File: src/rtl/cpu_int_pkg.sv
// rtl/cpu_int_pkg.sv - shared types, defaults and helpers for the interrupt conditioner
package cpu_int_pkg;

  typedef enum logic {
    INT_LEVEL = 1'b0,
    INT_EDGE  = 1'b1
  } int_mode_e;

  localparam int DEF_NUM_CH      = 4;
  localparam int DEF_SYNC_STAGES = 2;
  localparam int DEF_DBW         = 4;

  // Index width for n items, never narrower than one bit
  function automatic int chw(input int n);
    return ($clog2(n) < 1) ? 1 : $clog2(n);
  endfunction

endpackage

File: src/rtl/int_chan_filter.sv
// rtl/int_chan_filter.sv - per-channel synchroniser, polarity select and debounce filter
module int_chan_filter
  import cpu_int_pkg::*;
#(
  parameter int SYNC_STAGES = DEF_SYNC_STAGES,
  parameter int DBW         = DEF_DBW
) (
  input  logic           clk,
  input  logic           rst,
  input  logic           pin,
  input  logic           pol,
  input  logic [DBW-1:0] debounce_cyc,
  output logic           filt_next,
  output logic           filt_rise
);

  logic [SYNC_STAGES-1:0] sync_q;
  logic                   raw;
  logic                   filt_q;
  logic [DBW-1:0]         cnt_q;
  logic [DBW-1:0]         cnt_d;

  // Metastability chain; the pin is asynchronous to clk
  always_ff @(posedge clk) begin
    if (rst) begin
      sync_q <= '0;
    end else begin
      sync_q <= {sync_q[SYNC_STAGES-2:0], pin};
    end
  end

  // Active-low pins are inverted here so everything downstream is active-high
  assign raw = sync_q[SYNC_STAGES-1] ^ pol;

  // Debounce: filt only follows raw once it has differed for debounce_cyc+1 edges.
  // The counter is not clamped when debounce_cyc shrinks mid-count; it wraps.
  always_comb begin
    filt_next = filt_q;
    cnt_d     = cnt_q;
    if (raw == filt_q) begin
      cnt_d = '0;
    end else if (cnt_q == debounce_cyc) begin
      filt_next = raw;
      cnt_d     = '0;
    end else begin
      cnt_d = cnt_q + 1'b1;
    end
  end

  // Filter state registers
  always_ff @(posedge clk) begin
    if (rst) begin
      filt_q <= 1'b0;
      cnt_q  <= '0;
    end else begin
      filt_q <= filt_next;
      cnt_q  <= cnt_d;
    end
  end

  // Rise is reported on the edge where filt itself goes high, so pending can latch in step
  assign filt_rise = filt_next & ~filt_q;

endmodule

File: src/rtl/cpu_int_conditioner.sv
// rtl/cpu_int_conditioner.sv - multi-channel interrupt front-end driving the 6502 irq/nmi inputs
module cpu_int_conditioner
  import cpu_int_pkg::*;
#(
  parameter int NUM_CH      = DEF_NUM_CH,
  parameter int SYNC_STAGES = DEF_SYNC_STAGES,
  parameter int DBW         = DEF_DBW,
  parameter int NMI_CH      = 0
) (
  input  logic                    clk,
  input  logic                    rst,
  input  logic [NUM_CH-1:0]       int_in,
  input  logic [NUM_CH-1:0]       cfg_pol,
  input  logic [NUM_CH-1:0]       cfg_edge,
  input  logic [NUM_CH-1:0]       cfg_mask,
  input  logic [DBW-1:0]          debounce_cyc,
  input  logic                    ack_valid,
  input  logic [chw(NUM_CH)-1:0]  ack_ch,
  output logic [NUM_CH-1:0]       pending,
  output logic                    irq,
  output logic                    nmi,
  output logic                    irq_valid,
  output logic [chw(NUM_CH)-1:0]  irq_id
);

  localparam int IDW = chw(NUM_CH);
  localparam logic [NUM_CH-1:0] NMI_SEL = {{(NUM_CH-1){1'b0}}, 1'b1} << NMI_CH;

  logic [NUM_CH-1:0] filt_next;
  logic [NUM_CH-1:0] filt_rise;
  logic [NUM_CH-1:0] ack_hit;
  logic [NUM_CH-1:0] pending_d;
  logic [NUM_CH-1:0] masked;
  logic [NUM_CH-1:0] irq_src;
  logic [IDW-1:0]    id_d;

  for (genvar g = 0; g < NUM_CH; g++) begin : g_chan
    int_chan_filter #(
      .SYNC_STAGES (SYNC_STAGES),
      .DBW         (DBW)
    ) u_filt (
      .clk          (clk),
      .rst          (rst),
      .pin          (int_in[g]),
      .pol          (cfg_pol[g]),
      .debounce_cyc (debounce_cyc),
      .filt_next    (filt_next[g]),
      .filt_rise    (filt_rise[g])
    );
  end

  // Decode the acknowledge; out-of-range channel numbers match nothing
  always_comb begin
    ack_hit = '0;
    for (int i = 0; i < NUM_CH; i++) begin
      ack_hit[i] = ack_valid && (ack_ch == IDW'(i));
    end
  end

  // Next pending: level channels mirror filt, edge channels latch rises (set beats ack)
  always_comb begin
    pending_d = pending;
    for (int i = 0; i < NUM_CH; i++) begin
      if (int_mode_e'(cfg_edge[i]) == INT_EDGE) begin
        pending_d[i] = filt_rise[i] | (pending[i] & ~ack_hit[i]);
      end else begin
        pending_d[i] = filt_next[i];
      end
    end
  end

  // Pending latch, kept even for masked channels
  always_ff @(posedge clk) begin
    if (rst) begin
      pending <= '0;
    end else begin
      pending <= pending_d;
    end
  end

  assign masked  = pending & cfg_mask;
  assign irq_src = masked & ~NMI_SEL;

  // Lowest-index masked irq channel wins
  always_comb begin
    id_d = '0;
    for (int i = NUM_CH - 1; i >= 0; i--) begin
      if (irq_src[i]) begin
        id_d = IDW'(i);
      end
    end
  end

  // Core-facing outputs, registered one cycle behind pending
  always_ff @(posedge clk) begin
    if (rst) begin
      irq       <= 1'b0;
      nmi       <= 1'b0;
      irq_valid <= 1'b0;
      irq_id    <= '0;
    end else begin
      irq       <= |irq_src;
      nmi       <= |(masked & NMI_SEL);
      irq_valid <= |irq_src;
      irq_id    <= id_d;
    end
  end

endmodule

File: config.mk
export PLATFORM = sky130hd
export DESIGN_NAME = cpu_int_conditioner
export DESIGN_NICKNAME = d
export VERILOG_FILES = /design/src/rtl/cpu_int_pkg.sv /design/src/rtl/int_chan_filter.sv /design/src/rtl/cpu_int_conditioner.sv
export SDC_FILE = /design/constraint.sdc
export NUM_CORES = 1
export LEC_CHECK = 0
export ABC_AREA = 0
export CORE_ASPECT_RATIO = 1.5
export CORE_MARGIN = 3
export CORE_UTILIZATION = 53
export DETAILED_ROUTE_END_ITERATION = 10
export HOLD_SLACK_MARGIN = 0.08
export PLACE_DENSITY = 0.81
export RECOVER_POWER = 25
export SKIP_LAST_GASP = 1
export SYNTH_ARGS = -nofsm -noshare
export SYNTH_HDL_FRONTEND = slang
export SYNTH_SLANG_ARGS = --single-unit
File: constraint.sdc
create_clock -name clk -period 3.74 [get_ports clk]
set_input_delay 0.561 -clock clk [delete_from_list [all_inputs] [get_ports clk]]
set_output_delay 0.561 -clock clk [all_outputs]
set_load 0.005 [all_outputs]
==> Yosys cells after proc, flatten, opt, wreduce, memory -nomap -nowiden <==
Index checks and enable logic that the tools add are counted.
{ "classes": {"addsub": 4, "mul": 0, "n_div": 0, "magnitude_cmp": 0, "n_eq_ne": 11, "shifts": 0, "mux": 15, "n_bitwise": 25, "n_reduce_logical": 11} }
{ "ops": {"columns": ["operator", "count"], "rows": [
  ["$add A4 B1 Y4 const B", 4],
  ["$eq A4 B4 Y1", 4],
  ["$reduce_or A3 Y1", 5],
  ["$mux W1", 13],
  ["$and A1 B1 Y1", 8],
  ["$not A1 Y1", 8],
  ["$and A4 B4 Y4", 1],
  ["$eq A1 B1 Y1", 4],
  ["$eq A2 B2 Y1 const B", 2],
  ["$logic_and A1 B1 Y1", 4],
  ["$mux W2", 2],
  ["$or A1 B1 Y1", 4],
  ["$xor A1 B1 Y1", 4],
  ["$eq A2 B1 Y1 const B", 1],
  ["$logic_not A2 Y1", 1],
  ["$reduce_or A2 Y1", 1]
]} }
{ "word_totals": {"register_bits": 36, "latch_bits": 0, "ram_bits": 0, "rom_bits": 0, "input_bits": 25, "out_inout_bits": 9, "word_cells": 83, "n_memories": 0} }

==> Logic depth before layout (Yosys ltp) <==
{ "depth": {"depth_word": 6, "ltp_mapped": 5, "depth_no_buf": 4} }

==> Cells and area by module <==
Synthesis repeated with hierarchy kept, for this count alone.
{ "unflattened": {"cells_unflattened": 155, "hier_area_um2": 1671.6} }
{ "by_module_without_submodules": {"columns": ["module", "instances", "cells_per_inst", "area_each_um2", "seq_area_each_um2"], "rows": [
  ["int_chan_filter", 4, 30, 340.3, 140.1],
  ["cpu_int_conditioner", 1, 35, 310.3, 160.2]
]} }

==> Least setup slack after synthesis <==
No wires, ideal clock.
{ "synth_path": {"path_type": "input to register", "from": "input debounce_cyc[1]", "to": "register pending[0]", "setup_time_ns": 0.126, "arrival_ns": 1.355, "setup_slack_ns": 2.259, "stages": 4, "n_path_buf": 0, "path_cell_list": "xor2_1 > nor4_2 > mux2i_1 > o22ai_1"} }
{ "synth_between": {"elab_chain_cells": 6} }
{ "synth_lines": {"columns": ["item", "line_no", "rtl"], "rows": [
  ["start, declared", "cpu_int_conditioner.sv:16", "input logic [DBW-1:0] debounce_cyc,"],
  ["$eq A4 B4 Y1 (*)", "int_chan_filter.sv:42", "end else if (cnt_q == debounce_cyc) begin"],
  ["$mux W1 (*)", "int_chan_filter.sv:42", null],
  ["$mux W1 (*)", "int_chan_filter.sv:40", "if (raw == filt_q) begin"],
  ["$and A1 B1 Y1", "int_chan_filter.sv:62", "assign filt_rise = filt_next & ~filt_q;"],
  ["$or A1 B1 Y1", "cpu_int_conditioner.sv:65", "pending_d[i] = filt_rise[i] | (pending[i] & ~ack_hit[i]);"],
  ["$mux W1 (*)", "cpu_int_conditioner.sv:64", "if (int_mode_e'(cfg_edge[i]) == INT_EDGE) begin"],
  ["end signal, assigned", "cpu_int_conditioner.sv:77", "pending <= pending_d;"],
  ["end, declared", "cpu_int_conditioner.sv:19", "output logic [NUM_CH-1:0] pending,"]
]} }
Mark *: on every way between the ends. The rest lies on a longest branch, timed or not.
A chain may end at the register's enable or synchronous reset.

==> Worst setup path after layout <==
Same ends and word-level chain as after synthesis.

==> impl_metrics.yaml <==
die:
  io_pins: 34
  die_area_um2: 3570
  coreArea_um2: 2710
  rows: 23
  die_h_um: 71.7
  start_util_pct: 56.3
  chipWidth_um: 49.8
worst_setup_path:
  cp-start-kind: "input port"
  crit_family: "buffers and inverters"
  critPathCaptureType: "register"
  path_class: "input port to register"
  r2r_setup_slack_ns: 2.31
  r2r_end: "pending[0]"
  crit_cells: 5
  setup.worst_path.end: "pending[0]"
  slowest_delay_ns: 0.52
  path_cells: "clkdlybuf4s50_1, xor2_1, nor4_2, mux2i_1, o22ai_1"
  critPathBufInv: 1
  crit_required_ns: 3.90
  cp_max_fo: 4
  r2r_start: "g_chan[0].u_filt.cnt_q[1]"
  crit_start: "debounce_cyc[1]"
  worst-r2r-cell-count: 4
  cp.arrival_ns: 2.09
  crit_slowest_cell: "clkdlybuf4s50_1"
placed_design:
  dp_cells: 218
  numPortBuffers: 33
  gp_congestion: 0.801
  dpl_cell_area_um2: 1880
  dp_slack_ns: 1.50
  dp_hpwl_um: 2280
power_and_ir_drop:
  leakagePower_nw: 0.807
  power.total_mw: 0.789
  power-per-cell-area_nw_per_um2: 400
  irDropWorstVdd_v: 0.000381
sta:
  worst-slew-pin-transition_ns: 0.905
  layout_setup_ws_ns: 1.81
  hold_viol_final: 0
  min_period_over_period_pct: 51.7
  drv_slew: 0
  fin_tns_setup_ns: 0
  post-route-min-period_ns: 1.93
  fin_skew_ns: 0.00370
  finalSetupViolations: 0
  rsz0062_at_grt: "no"
  slew_headroom_pct: 39.5
  timing.fmax_ghz: 0.518
  whs_ns: 0.441
clock_network:
  clk_latency_ns: 0.29
  cts_root_buffer: "clkbuf_8"
  clock_sinks: 36
  hold_buffers: 0
  clkTransAtPathRegs_ns: 0.06
  ctsHtreeMaxLevel: 2
  cts_tree: "done"
  clockBufferDepth: 2
  cts_buffers: 5
  cts_resized: 0
  post-cts-setup-buffers: 0
cells_and_area:
  layout_common_cells: "dfxtp_1 (36), clkdlybuf4s50_1 (30), xor2_1 (24), nor2_1 (22)"
  design_area_um2: 1970
  layout-drive-gt1-share_pct: 8.47
  fill_cells: 207
  mostFrequentLayoutCell: "dfxtp_1"
  multi_input_area_um2: 769
  fin_cells: 226
  utilization_pct: 73.0
  n_antenna_cell: 0
  nNetsFinal: 217
  regArea_um2: 721
  syn2layout_area_growth_pct: 29.6
yosys:
  synth_area_um2: 1520
  syn_avg_cell_area_um2: 10.0
  synth_cells: 152
  synth.distinct_cells: 25
  ys_warn_count: 0
  ys_ff_latch: 36
  synthesis.nets: 181
  yosysSeqAreaShare_pct: 47.3
grt:
  grt_overflow_total: 0
  grt_pass1_wl_um: 5020
  grt_pass1_vias: 1154
  gr-usage-all-layers_pct: 18.6
  antenna_found_initial: 0
  grt_max_degree: 29
routing:
  drtIter0Drc: 15
  avgRoutedWirePerCell_um: 12.9
  drt_pre_antenna_iters: 4
  drt_wl_total_um: 2910
  vias: 1108
  ant_nets: 0
  viasPerCell: 4.90
  drc: 0
run:
  drv_cap: 0
worst_hold_path:
  hp-class: "register to register"
  hold_start: "g_chan[0].u_filt.sync_q[0]"
run_status:
  run_status: "finished clean"
cells in the mapped netlist:
library cell | instances | area (um^2)
xnor2_1 | 8 | 70.1
or3_4 | 4 | 45.0
clkbuf_1 | 3 | 11.3
nor3b_1 | 1 | 7.51
nor2_1 | 22 | 82.6
inv_1 | 4 | 15.0
buf_4 | 1 | 7.51
dfxtp_1 | 36 | 721
o22ai_1 | 1 | 6.26
nand2_1 | 6 | 22.5
o21ai_0 | 4 | 20.0
nand3_1 | 6 | 30.0
ha_1 | 4 | 50.1
mux2i_1 | 4 | 40.0
nor4_2 | 4 | 50.1
nand4b_1 | 1 | 8.76
a21oi_1 | 2 | 10.0
a211oi_1 | 1 | 7.51
and3b_1 | 1 | 8.76
nand3b_1 | 1 | 7.51
o21ai_1 | 1 | 5.00
a22oi_1 | 1 | 7.51
a21o_1 | 4 | 30.0
nor2b_1 | 8 | 50.1
xor2_1 | 24 | 210
worst reg2reg max path, cell delays in order, from the launching register on:
cell,delay [ns]
dfxtp_1,0.33
xor2_1,0.17
nor4_2,0.39
mux2i_1,0.31
o22ai_1,0.11
where the power goes:
part | switching [mW] | internal (mW) | leakage [nW]
clock | 0.131 | 0.147 | 0.0510
combinational | 0.0420 | 0.0575 | 0.462
sequential | 0.0129 | 0.399 | 0.293
total | 0.185 | 0.603 | 0.807
per-layer routing:
| layer | vias up | wire, um | global-route usage (%) |
|---|---|---|---|
| li1 | 569 | - | - |
| met1 | 505 | 1130 | 19.6 |
| met2 | 27 | 1590 | 33.3 |
| met3 | 7 | 108 | 4.57 |
| met4 | 0 | 76 | 10.2 |
| met5 | - | 0 | 0 |
registers in the layout (all words and copies together), names as in the netlist:
name and count:
g_chan.u_filt.cnt_q 16, g_chan.u_filt.sync_q 8, g_chan.u_filt.filt_q 4, pending 4
irq_id 2, irq_valid 1, nmi 1
kinds of logic after synthesis:
kind of cell	Yosys count	share of synthesized area [%]
flip-flops	36	47.3
AO/OA/AOI/OAI	14	5.67
AND/OR/NAND/NOR	54	20.5
XOR/XNOR	32	18.4
buffers and inverters	8	2.22
multiplexers	4	2.63
adder cells (fa/ha/maj)	4	3.28
area by class of cell:
| class | instances | area share (%) |
|---|---|---|
| Clock inverter | 2 | 0.507 |
| Sequential cell | 36 | 36.5 |
| Tap cell | 37 | 2.34 |
| Multi-Input combinational cell | 108 | 39.0 |
| Clock buffer | 6 | 4.18 |
| Inverter | 4 | 0.760 |
| Timing Repair Buffer | 33 | 16.7 |
worst min-delay path by stage:
stage,to,cells after the start,slack [ns]
6_report,g_chan[0].u_filt.sync_q[1],1,0.44
5_1_grt,g_chan[0].u_filt.sync_q[1],1,0.46
4_1_cts,g_chan[0].u_filt.sync_q[1],1,0.44
3_5_place_dp,g_chan[0].u_filt.sync_q[1],1,0.43
3_3_place_gp,g_chan[0].u_filt.sync_q[1],1,0.42
2_1_floorplan,g_chan[0].u_filt.sync_q[1],1,0.41
Note: power is estimated with default switching activity, not from simulation.
